<file path="config.mk">
export PLATFORM = sky130hd
export DESIGN_NAME = arith_multicycle_ctrl
export DESIGN_NICKNAME = d
export VERILOG_FILES = /design/src/rtl/arith_multicycle_ctrl.sv
export SDC_FILE = /design/constraint.sdc
export NUM_CORES = 1
export LEC_CHECK = 0
export BUFFER_PORTS_ARGS = -buffer_cell sky130_fd_sc_hd__buf_4
export CORE_UTILIZATION = 50
export CTS_CLUSTER_SIZE = 20
export DETAILED_ROUTE_END_ITERATION = 10
export GPL_TIMING_DRIVEN = 0
export PLACE_DENSITY = 0.88
export SYNTH_ARGS = -nofsm -noshare
export SYNTH_HDL_FRONTEND = slang
export SYNTH_SLANG_ARGS = --single-unit
</file>
<file path="constraint.sdc">
create_clock -name clock -period 1.9 [get_ports clock]
set_input_delay 0.095 -clock clock [delete_from_list [all_inputs] [get_ports clock]]
set_output_delay 0.095 -clock clock [all_outputs]
set_load 0.005 [all_outputs]
</file>
<file path="src/rtl/arith_multicycle_ctrl.sv">
// Multi-cycle control FSM for the arithmetic machine datapath.
// Fetches each instruction with a req/ready handshake, latches it into IR,
// decodes it, then sequences EXECUTE and WRITEBACK. The regfile write and the
// PC update pulse once per instruction. An unrecognised instruction parks the
// machine in HALT with except raised until reset.
// Control outputs are decoded combinationally from the registered state and
// the IR, so they are free of input-to-output paths apart from reset gating.

module arith_multicycle_ctrl #(
  parameter int CNT_W = 32
) (
  input  logic             clock,
  input  logic             reset,
  input  logic             imem_ready,
  input  logic [31:0]      imem_rdata,
  output logic             imem_req,
  output logic [31:0]      inst,
  output logic             pc_enable,
  output logic             writeenable,
  output logic             rd_src,
  output logic [1:0]       alu_src2,
  output logic [2:0]       alu_op,
  output logic             except,
  output logic             busy,
  output logic [CNT_W-1:0] retired
);

  typedef enum logic [2:0] {
    ST_FETCH     = 3'd0,
    ST_DECODE    = 3'd1,
    ST_EXECUTE   = 3'd2,
    ST_WRITEBACK = 3'd3,
    ST_HALT      = 3'd4
  } state_t;

  typedef struct packed {
    logic       legal;
    logic       rd_src;
    logic [1:0] alu_src2;
    logic [2:0] alu_op;
  } dec_t;

  // Opcodes and R-type function codes
  localparam logic [5:0] OP_RTYPE = 6'h00;
  localparam logic [5:0] OP_ADDI  = 6'h08;
  localparam logic [5:0] OP_ANDI  = 6'h0c;
  localparam logic [5:0] OP_ORI   = 6'h0d;
  localparam logic [5:0] OP_XORI  = 6'h0e;
  localparam logic [5:0] OP_LUI   = 6'h0f;
  localparam logic [5:0] FN_ADD   = 6'h20;
  localparam logic [5:0] FN_SUB   = 6'h22;
  localparam logic [5:0] FN_AND   = 6'h24;
  localparam logic [5:0] FN_OR    = 6'h25;
  localparam logic [5:0] FN_XOR   = 6'h26;
  localparam logic [5:0] FN_NOR   = 6'h27;

  // ALU operation codes
  localparam logic [2:0] ALU_ADD = 3'd2;
  localparam logic [2:0] ALU_SUB = 3'd3;
  localparam logic [2:0] ALU_AND = 3'd4;
  localparam logic [2:0] ALU_OR  = 3'd5;
  localparam logic [2:0] ALU_NOR = 3'd6;
  localparam logic [2:0] ALU_XOR = 3'd7;

  // Second-operand selects
  localparam logic [1:0] SRC2_RT   = 2'd0;
  localparam logic [1:0] SRC2_SEXT = 2'd1;
  localparam logic [1:0] SRC2_ZEXT = 2'd2;
  localparam logic [1:0] SRC2_HI   = 2'd3;

  localparam logic [CNT_W-1:0] CNT_ZERO = {CNT_W{1'b0}};
  localparam logic [CNT_W-1:0] CNT_ONE  = {{(CNT_W-1){1'b0}}, 1'b1};

  // Instruction classifier: legal flag plus the datapath controls it needs.
  // lui ignores its rs field, so a nonzero rs still executes normally.
  function automatic dec_t decode_inst(input logic [5:0] opcode,
                                       input logic [5:0] funct);
    dec_t d;
    d = dec_t'(7'd0);
    case (opcode)
      OP_RTYPE: begin
        d.rd_src   = 1'b0;
        d.alu_src2 = SRC2_RT;
        case (funct)
          FN_ADD:  begin d.legal = 1'b1; d.alu_op = ALU_ADD; end
          FN_SUB:  begin d.legal = 1'b1; d.alu_op = ALU_SUB; end
          FN_AND:  begin d.legal = 1'b1; d.alu_op = ALU_AND; end
          FN_OR:   begin d.legal = 1'b1; d.alu_op = ALU_OR;  end
          FN_NOR:  begin d.legal = 1'b1; d.alu_op = ALU_NOR; end
          FN_XOR:  begin d.legal = 1'b1; d.alu_op = ALU_XOR; end
          default: d = dec_t'(7'd0);
        endcase
      end
      OP_ADDI: d = '{legal: 1'b1, rd_src: 1'b1, alu_src2: SRC2_SEXT, alu_op: ALU_ADD};
      OP_ANDI: d = '{legal: 1'b1, rd_src: 1'b1, alu_src2: SRC2_ZEXT, alu_op: ALU_AND};
      OP_ORI:  d = '{legal: 1'b1, rd_src: 1'b1, alu_src2: SRC2_ZEXT, alu_op: ALU_OR};
      OP_XORI: d = '{legal: 1'b1, rd_src: 1'b1, alu_src2: SRC2_ZEXT, alu_op: ALU_XOR};
      OP_LUI:  d = '{legal: 1'b1, rd_src: 1'b1, alu_src2: SRC2_HI,   alu_op: ALU_OR};
      default: d = dec_t'(7'd0);
    endcase
    return d;
  endfunction

  state_t           state_r;
  state_t           state_n_s;
  logic [31:0]      inst_r;
  logic [CNT_W-1:0] retired_r;
  logic             pending_r;   // a fetch request went unanswered last cycle
  dec_t             dec_s;

  logic             imem_req_s;
  logic             we_s;
  logic             pc_s;
  logic             rd_src_s;
  logic [1:0]       alu_src2_s;
  logic [2:0]       alu_op_s;
  logic             except_s;
  logic             busy_s;

  assign dec_s = decode_inst(inst_r[31:26], inst_r[5:0]);

  // State register
  always_ff @(posedge clock) begin
    if (reset) begin
      state_r <= ST_FETCH;
    end else begin
      state_r <= state_n_s;
    end
  end

  // Instruction register: captured only on an accepted fetch
  always_ff @(posedge clock) begin
    if (reset) begin
      inst_r <= 32'd0;
    end else if ((state_r == ST_FETCH) && imem_ready) begin
      inst_r <= imem_rdata;
    end else begin
      inst_r <= inst_r;
    end
  end

  // Retired-instruction counter, bumped on every completed writeback
  always_ff @(posedge clock) begin
    if (reset) begin
      retired_r <= CNT_ZERO;
    end else if (state_r == ST_WRITEBACK) begin
      retired_r <= retired_r + CNT_ONE;
    end else begin
      retired_r <= retired_r;
    end
  end

  // Tracks an outstanding fetch so busy rises while memory keeps us waiting
  always_ff @(posedge clock) begin
    if (reset) begin
      pending_r <= 1'b0;
    end else begin
      pending_r <= (state_r == ST_FETCH) && !imem_ready;
    end
  end

  // Next-state and control decode
  always_comb begin
    state_n_s  = state_r;
    imem_req_s = 1'b0;
    we_s       = 1'b0;
    pc_s       = 1'b0;
    rd_src_s   = 1'b0;
    alu_src2_s = 2'd0;
    alu_op_s   = 3'd0;
    except_s   = 1'b0;
    busy_s     = 1'b0;
    case (state_r)
      ST_FETCH: begin
        imem_req_s = 1'b1;
        busy_s     = (retired_r != CNT_ZERO) || pending_r;
        if (imem_ready) begin
          state_n_s = ST_DECODE;
        end else begin
          state_n_s = ST_FETCH;
        end
      end
      ST_DECODE: begin
        busy_s = 1'b1;
        if (dec_s.legal) begin
          state_n_s = ST_EXECUTE;
        end else begin
          state_n_s = ST_HALT;
        end
      end
      ST_EXECUTE: begin
        busy_s     = 1'b1;
        rd_src_s   = dec_s.rd_src;
        alu_src2_s = dec_s.alu_src2;
        alu_op_s   = dec_s.alu_op;
        state_n_s  = ST_WRITEBACK;
      end
      ST_WRITEBACK: begin
        busy_s     = 1'b1;
        rd_src_s   = dec_s.rd_src;
        alu_src2_s = dec_s.alu_src2;
        alu_op_s   = dec_s.alu_op;
        we_s       = 1'b1;
        pc_s       = 1'b1;
        state_n_s  = ST_FETCH;
      end
      ST_HALT: begin
        except_s  = 1'b1;
        state_n_s = ST_HALT;
      end
      default: begin
        // Unreachable encoding: fail safe into HALT
        except_s  = 1'b1;
        state_n_s = ST_HALT;
      end
    endcase
  end

  // Reset suppresses the handshake and the side-effect pulses in the same cycle
  assign imem_req    = imem_req_s & ~reset;
  assign writeenable = we_s & ~reset;
  assign pc_enable   = pc_s & ~reset;
  assign rd_src      = rd_src_s;
  assign alu_src2    = alu_src2_s;
  assign alu_op      = alu_op_s;
  assign except      = except_s;
  assign busy        = busy_s;
  assign inst        = inst_r;
  assign retired     = retired_r;

  arith_multicycle_ctrl_checker u_checker (
    .clock       (clock),
    .reset       (reset),
    .imem_req    (imem_req),
    .writeenable (writeenable),
    .pc_enable   (pc_enable),
    .except      (except),
    .busy        (busy)
  );

endmodule

// Protocol properties of the controller outputs
module arith_multicycle_ctrl_checker (
  input logic clock,
  input logic reset,
  input logic imem_req,
  input logic writeenable,
  input logic pc_enable,
  input logic except,
  input logic busy
);

  // Regfile write and PC advance always travel together
  a_pulse_pair: assert property (@(posedge clock) writeenable == pc_enable);

  // A halted machine issues nothing and reports idle
  a_halt_quiet: assert property (@(posedge clock)
    except |-> (!imem_req && !writeenable && !busy));

  // Writeback pulse never lasts more than one cycle
  a_wb_single: assert property (@(posedge clock) disable iff (reset)
    writeenable |=> !writeenable);

endmodule

</file>
==> results.yml, run 1 <==
synthesis:
  ys_types: 42
  syn_area_mm2: 0.00315
  yosys.area.top_type_share_pct: 43.2
  synth_fp_nets: 431
  synth_edf_count: 0
  yosys-top-cells-area: "dfxtp_1 (43%), nand2_1 (9.4%), a21oi_1 (8.3%)"
  syn_area_per_cell_um2: 8.00
  synth-seq-area-share_pct: 43.2
  async_flop_share_pct: 0
  yosys.area.top_type: "dfxtp_1"
  synth_flop_cell: "dfxtp_1"
  syn-instance-count: 394
  yosys_warnings: 0
  synth_seq_cells: 68
placement:
  post-dp-hpwl_mm: 6.16
  numPortBuffers: 109
  gp_congestion: 0.893
  numPlacedInstances: 578
worst_hold_path:
  min_delay_path_depth: 3
  hold_class: "primary input to flop"
sta:
  hold_viol: 0
  slew_viol_final: 0
  rsz0062_at_grt: "true"
  fin_skew_ns: 0.00379
  finalSetupViolations: 0
  fin_setup_tns_ns: 0
  post-route-period-util_pct: 97.2
  min_period_ns: 1.85
  worstMarginPinSlew_ns: 0.538
  fmax_mhz: 541
  relSlewSlack_pct: 64.1
floorplanning:
  die_height_um: 81.4
  die_w_um: 81.4
  core.rowCount: 28
  ioPinCount: 110
  dieArea_mm2: 0.00663
  initial_core_util_pct: 52.6
  design.core.area_mm2: 0.00599
routing:
  ant_nets: 0
  vias: 3596
  drc: 0
  vias_per_cell: 5.76
  drt_iter0_markers: 318
  drt_pass1_iterations: 5
  post_drt_wl_per_cell_um: 16.2
  wl_mm: 10.1
cts:
  cts_root_buf: "clkbuf_8"
  htree_levels: 3
  path_clk_slew_ns: 0.07
  numCtsBuffers: 9
  clk_latency_ns: 0.35
  cts_tree: "done"
  cts.sinks: 68
  clk_path_buf_depth: 2
pwr:
  clkPwrFrac_pct: 36.7
  seqPwrFrac_pct: 49.0
  p_int_uw: 2290
  irDropWorstVdd_uv: 505
  swShare_pct: 26.6
  comb_power_share_pct: 14.3
  power.switching_uw: 831
  p_per_area_mw_per_mm2: 672
  p_leak_uw: 0.00193
global_routing:
  track_usage_pct: 30.4
  grt_pass1_wl_mm: 15.2
  grt_pass1_vias: 3280
  grt_max_degree: 11
  antenna_found_initial: 0
  grt_remaining_overflow: 0
worst_setup_path:
  crit_type: "flop to output pin"
  rr_worst_depth: 7
  arrival_ns: 1.75
  worstSetupStartpointType: "flop"
  cp-end-kind: "output pin"
  critPathMaxFanout: 4
  required_ns: 1.80
finish:
  areaGrowthSynthToFinish_pct: 47.6
  antenna_cells: 0
  final_nets: 581
  final_cells: 624
  layout-drive-gt1-share_pct: 31.0
flow_run:
  cap_violations: 0
status:
  status: "finished clean"
## power groups by stage
stage / combinational (uW) / sequential [uW] / clock (uW)
after floorplan: 174 / 1550 / 0
after global placement: 354 / 1550 / 0
after detailed placement: 364 / 1550 / 0
after CTS: 413 / 1520 / 1140
after global routing: 481 / 1540 / 1220
final: 448 / 1530 / 1150
## through the flow
step	utilization [%]	worst slack [ns]	hold slack [ns]	instance area, um2	total power (uW)
after global placement	67.8	0.0457	0.296	4060	1900
after detailed placement	67.8	-0.0656	0.294	4060	1920
final	77.6	0.0530	0.00173	4650	3120
after floorplan	-	0.194	0.167	3150	1720
after global routing	77.6	-0.0416	0.00117	4650	3230
after CTS	75.8	0.0126	0.000289	4540	3070
## cells in the mapped netlist (all sizes together), types with 7 or more instances
library cell  count
o21ai             9
nand4            14
or4              11
nand3            11
clkbuf           17
buf              10
dfxtp            68
o31ai            11
xor2              8
inv              11
a21oi            52
and3              7
nor2b             9
nor4             14
nor2             24
nand2            79
## flip-flops by register name, indices dropped and copies added (netlist names)
register / cells
retired: 32
state_r: 3
inst: 32
pending_r: 1
## worst max-delay path: stages, from the launching register on
cell and delay [ns]:
dfxtp_4 0.36, nor4_4 0.33, and4_4 0.30, o21ai_0 0.09, a21oi_1 0.19, buf_4 0.14
## layout by cell type (no fill, tap or decap), types with 3 or more instances in the layout
cell,count
buf_4,119
nand2_1,79
dfxtp_1,59
a21oi_1,52
dlygate4sd3_1,26
nor2_1,24
clkbuf_1,17
nand4_1,12
clkbuf_8,12
inv_1,11
o31ai_1,11
or4_1,11
nand3_1,10
nor4_1,10
o21ai_0,9
nor2b_1,9
xor2_1,8
dfxtp_2,7
mux2_2,6
and3_1,5
or3_1,5
and4_1,4
and2_1,3
buf_2,3
nor4_2,3
nor3_2,3
xnor2_1,3
## final timing paths
path                         startpoint  slack [ns]                    end
hold reg to reg   inst[14]$_SDFFE_PP0P_        0.46  inst[14]$_SDFFE_PP0P_
hold / removal           imem_rdata[13]       0.002  inst[13]$_SDFFE_PP0P_
setup reg to reg  state_r[1]$_SDFF_PP0_        0.06  inst[23]$_SDFFE_PP0P_
setup / recovery  inst[28]$_SDFFE_PP0P_        0.05              alu_op[0]
## cell type report
cell class | count | area [um2]
multi-input combinational | 288 | 1710
clock inverter | 1 | 5.00
tap | 75 | 93.8
sequential | 68 | 1380
clock buffer | 15 | 176
fill | 396 | 1340
inverter | 11 | 41.3
buffer | 25 | 128
timing repair buffer | 141 | 1120
## kinds of logic after synthesis
| logic type | count (synthesis) | share of synthesized area (%) |
|---|---|---|
| muxes | 6 | 2.14 |
| xor gates and xnor gates | 11 | 3.06 |
| and+or+nand+nor | 192 | 31.6 |
| adders and majority gates | 2 | 0.794 |
| DFF | 68 | 43.2 |
| buffers and inverters | 38 | 5.52 |
| AOI/OAI and AO/OA | 77 | 13.7 |
## layer usage
layer	wire (um)	vias up	track usage [%]
met2	5040	206	51.7
met4	271	0	12.7
met1	3980	1673	35.3
li1	-	1688	-
met3	835	29	8.76
met5	0	-	0
## repair_timing
item / 4_1_cts / 5_1_grt
setup buffers: 0 / 6
pin swaps: 1 / 5
endpoints found under the setup margin: 6 / 22
resized for setup: 9 / 22
gates cloned: 0 / 0
hold buffers: 26 / 0
endpoints found under the hold margin: 26 / 0
Note: power is estimated with default switching activity, not from simulation.
==> inputs of run 2 (changes only) <==
--- a/config.mk
+++ b/config.mk
@@ -6,11 +6,11 @@
 export NUM_CORES = 1
 export LEC_CHECK = 0
 export BUFFER_PORTS_ARGS = -buffer_cell sky130_fd_sc_hd__buf_4
-export CORE_UTILIZATION = 50
+export CORE_UTILIZATION = 45
 export CTS_CLUSTER_SIZE = 20
 export DETAILED_ROUTE_END_ITERATION = 10
 export GPL_TIMING_DRIVEN = 0
-export PLACE_DENSITY = 0.88
+export PLACE_DENSITY = 0.84
 export SYNTH_ARGS = -nofsm -noshare
 export SYNTH_HDL_FRONTEND = slang
 export SYNTH_SLANG_ARGS = --single-unit
==> constraint.sdc (replaced) <==
create_clock -name clock -period 1.6 [get_ports clock]
set_input_delay 0.08 -clock clock [delete_from_list [all_inputs] [get_ports clock]]
set_output_delay 0.08 -clock clock [all_outputs]
set_load 0.005 [all_outputs]
==> run 2 against run 1 <==
The run now ends with setup timing left. Die area is 11% higher. Clock-buffer cell count fell by 2. Combinational power rose by 28%. Sequential power increased by 17%. Wire length grew 31%. Clock power rose by 13%. Sequential share of layout area shrank 3.7 points. Critical path depth is the same. Worst setup slack worse by 0.30 ns. Global-route usage rose by 0.60 points. Worst hold slack improved by 0.0076 ns. Final area rose by 20%.
==> results.yml, run 2 (synthesized netlist as in run 1, its figures left out) <==
placement:
  pre_cts_slack_ns: -0.266
  numPortBuffers: 109
  post-dp-hpwl_mm: 6.25
  numPlacedInstances: 599
  gp_congestion: 0.834
worst_setup_path:
  arrival_ns: 1.76
  r2r-start: "retired[0]$_SDFFE_PP0P_"
  critPathSlowestCell: "dfxtp_4"
  critPathMaxFanout: 6
  crit_type: "flop to output pin"
  crit_end: "busy"
  worstSetupStartpointType: "flop"
  critical_path.cell_chain: "nor4_1 -> nand4_1 -> nor2_2 -> a41oi_2 -> buf_4"
  cp-startpoint: "retired[25]$_SDFFE_PP0P_"
  r2r_setup_slack_ns: -0.23
  cp-end-kind: "output pin"
  rr_worst_depth: 6
  r2r_end: "retired[24]$_SDFFE_PP0P_"
  critical_path.max_stage_delay_ns: 0.39
  required_ns: 1.52
floorplanning:
  dieArea_mm2: 0.00734
  die_w_um: 85.7
  initial_core_util_pct: 46.4
  die_height_um: 85.7
  core.rowCount: 30
  design.core.area_mm2: 0.00679
  ioPinCount: 110
global_routing:
  grt_pass1_wl_mm: 17.9
  grt_max_degree: 12
  grt_pass1_vias: 3787
  antenna_found_initial: 0
  track_usage_pct: 31.0
  grt_remaining_overflow: 0
sta:
  rsz0062_at_grt: "true"
  slew_viol_final: 0
  post-route-period-util_pct: 115
  min_period_ns: 1.84
  relSlewSlack_pct: 51.2
  finalSetupViolations: 26
  fmax_mhz: 542
  worst_slack_ns: -0.243
  worstMarginPinSlew_ns: 0.731
  fin_skew_ns: 0.0119
  hold_viol: 0
pwr:
  p_leak_uw: 0.00234
  irDropWorstVdd_uv: 591
  p_per_area_mw_per_mm2: 654
routing:
  vias_per_cell: 5.85
  ant_nets: 0
  drt_pass1_iterations: 5
  drc: 0
  vias: 4046
  wl_mm: 13.3
  post_drt_wl_per_cell_um: 19.2
  drt_iter0_markers: 303
finish:
  areaGrowthSynthToFinish_pct: 77.6
  final_cells: 692
  final_nets: 628
  layout-drive-gt1-share_pct: 49.5
  n_fill_cell: 387
  final_util_pct: 82.4
  antenna_cells: 0
  final_common_cell: "buf_4"
  most-common-layout-cells: "buf_4 (145), nand2_1 (77), a21oi_1 (41)"
status:
  status: "complete, but fails checks"
  violations: "setup timing"
cts:
  cts_tree: "done"
  clk_latency_ns: 0.35
  htree_levels: 3
  numCtsBuffers: 9
  path_clk_slew_ns: 0.08
  cts_root_buf: "clkbuf_8"
  clk_path_buf_depth: 2
  cts.sinks: 68
flow_run:
  cap_violations: 0
worst_hold_path:
  hold_class: "primary input to flop"
  worstHoldStart: "imem_rdata[25]"
## run 2: cell types whose count changed in the layout (fill, tap and decap cells not counted), moves of 8 or more
cell     change
buf_6       +11
dfxtp_4     +17
a21oi_2     +11
o31ai_1      -8
a21oi_1     -11
buf_4       +26
dfxtp_1     -25
or4_4       +10
or4_1       -10
dfxtp_2      +8
## run 2: cell type report
cell class                 count  area (um2)  share of cell area, %
timing repair buffer         185        1530                   27.4
inverter                      11        43.8                  0.782
sequential                    68        1450                   25.9
buffer                        25         180                   3.22
tap                           96         120                   2.15
multi-input combinational    291        2100                   37.5
clock buffer                  13         149                   2.66
clock inverter                 3        22.5                  0.402
## run 2: worst max-delay path, delay by kind of cell, from the launching register on
family          cells  cell delay [ns]
simple gates        3             0.74
compound gates      1             0.12
flops               1             0.39
buf+inv             1             0.17
## run 2: per-stage QoR
step | hold WS [ns] | TNS (ns) | instance area (um2) | power [uW]
after floorplan | 0.152 | -0.0144 | 3180 | 2050
after detailed placement | 0.278 | -5.56 | 4110 | 2280
after CTS | 0.00291 | -1.16 | 5090 | 3600
final | 0.00932 | -3.00 | 5600 | 3660
after global routing | 0.00455 | -4.07 | 5600 | 3770
after global placement | 0.270 | -3.80 | 4110 | 2260
## run 2: metal layers
layer | wire (um) | vias to the layer above | GRT usage (%)
met5 | 0 | - | 0
met3 | 1090 | 64 | 6.16
li1 | - | 1800 | -
met4 | 567 | 0 | 17.7
met2 | 6850 | 259 | 54.0
met1 | 4800 | 1923 | 35.4
## run 2: where the power goes
group | internal (uW) | switching (uW)
clock network | 611 | 685
registers | 1730 | 63.8
logic | 300 | 273
## run 2: what timing repair did
| action | in CTS | in global routing |
|---|---|---|
| gates cloned | 3 | 2 |
| resized for setup | 86 | 89 |
| setup buffers | 24 | 19 |
| hold buffers | 32 | 0 |
| hold endpoints to repair | 32 | 0 |
| setup endpoints to repair | 60 | 58 |
| pin swaps | 19 | 27 |
## run 2: worst min path at each step
stage	cells past startpoint	endpoint
2_1_floorplan	1	pending_r$_SDFF_PP0_
3_3_place_gp	2	pending_r$_SDFF_PP0_
3_5_place_dp	2	pending_r$_SDFF_PP0_
4_1_cts	3	inst[25]$_SDFFE_PP0P_
5_1_grt	3	inst[25]$_SDFFE_PP0P_
6_report	3	inst[25]$_SDFFE_PP0P_
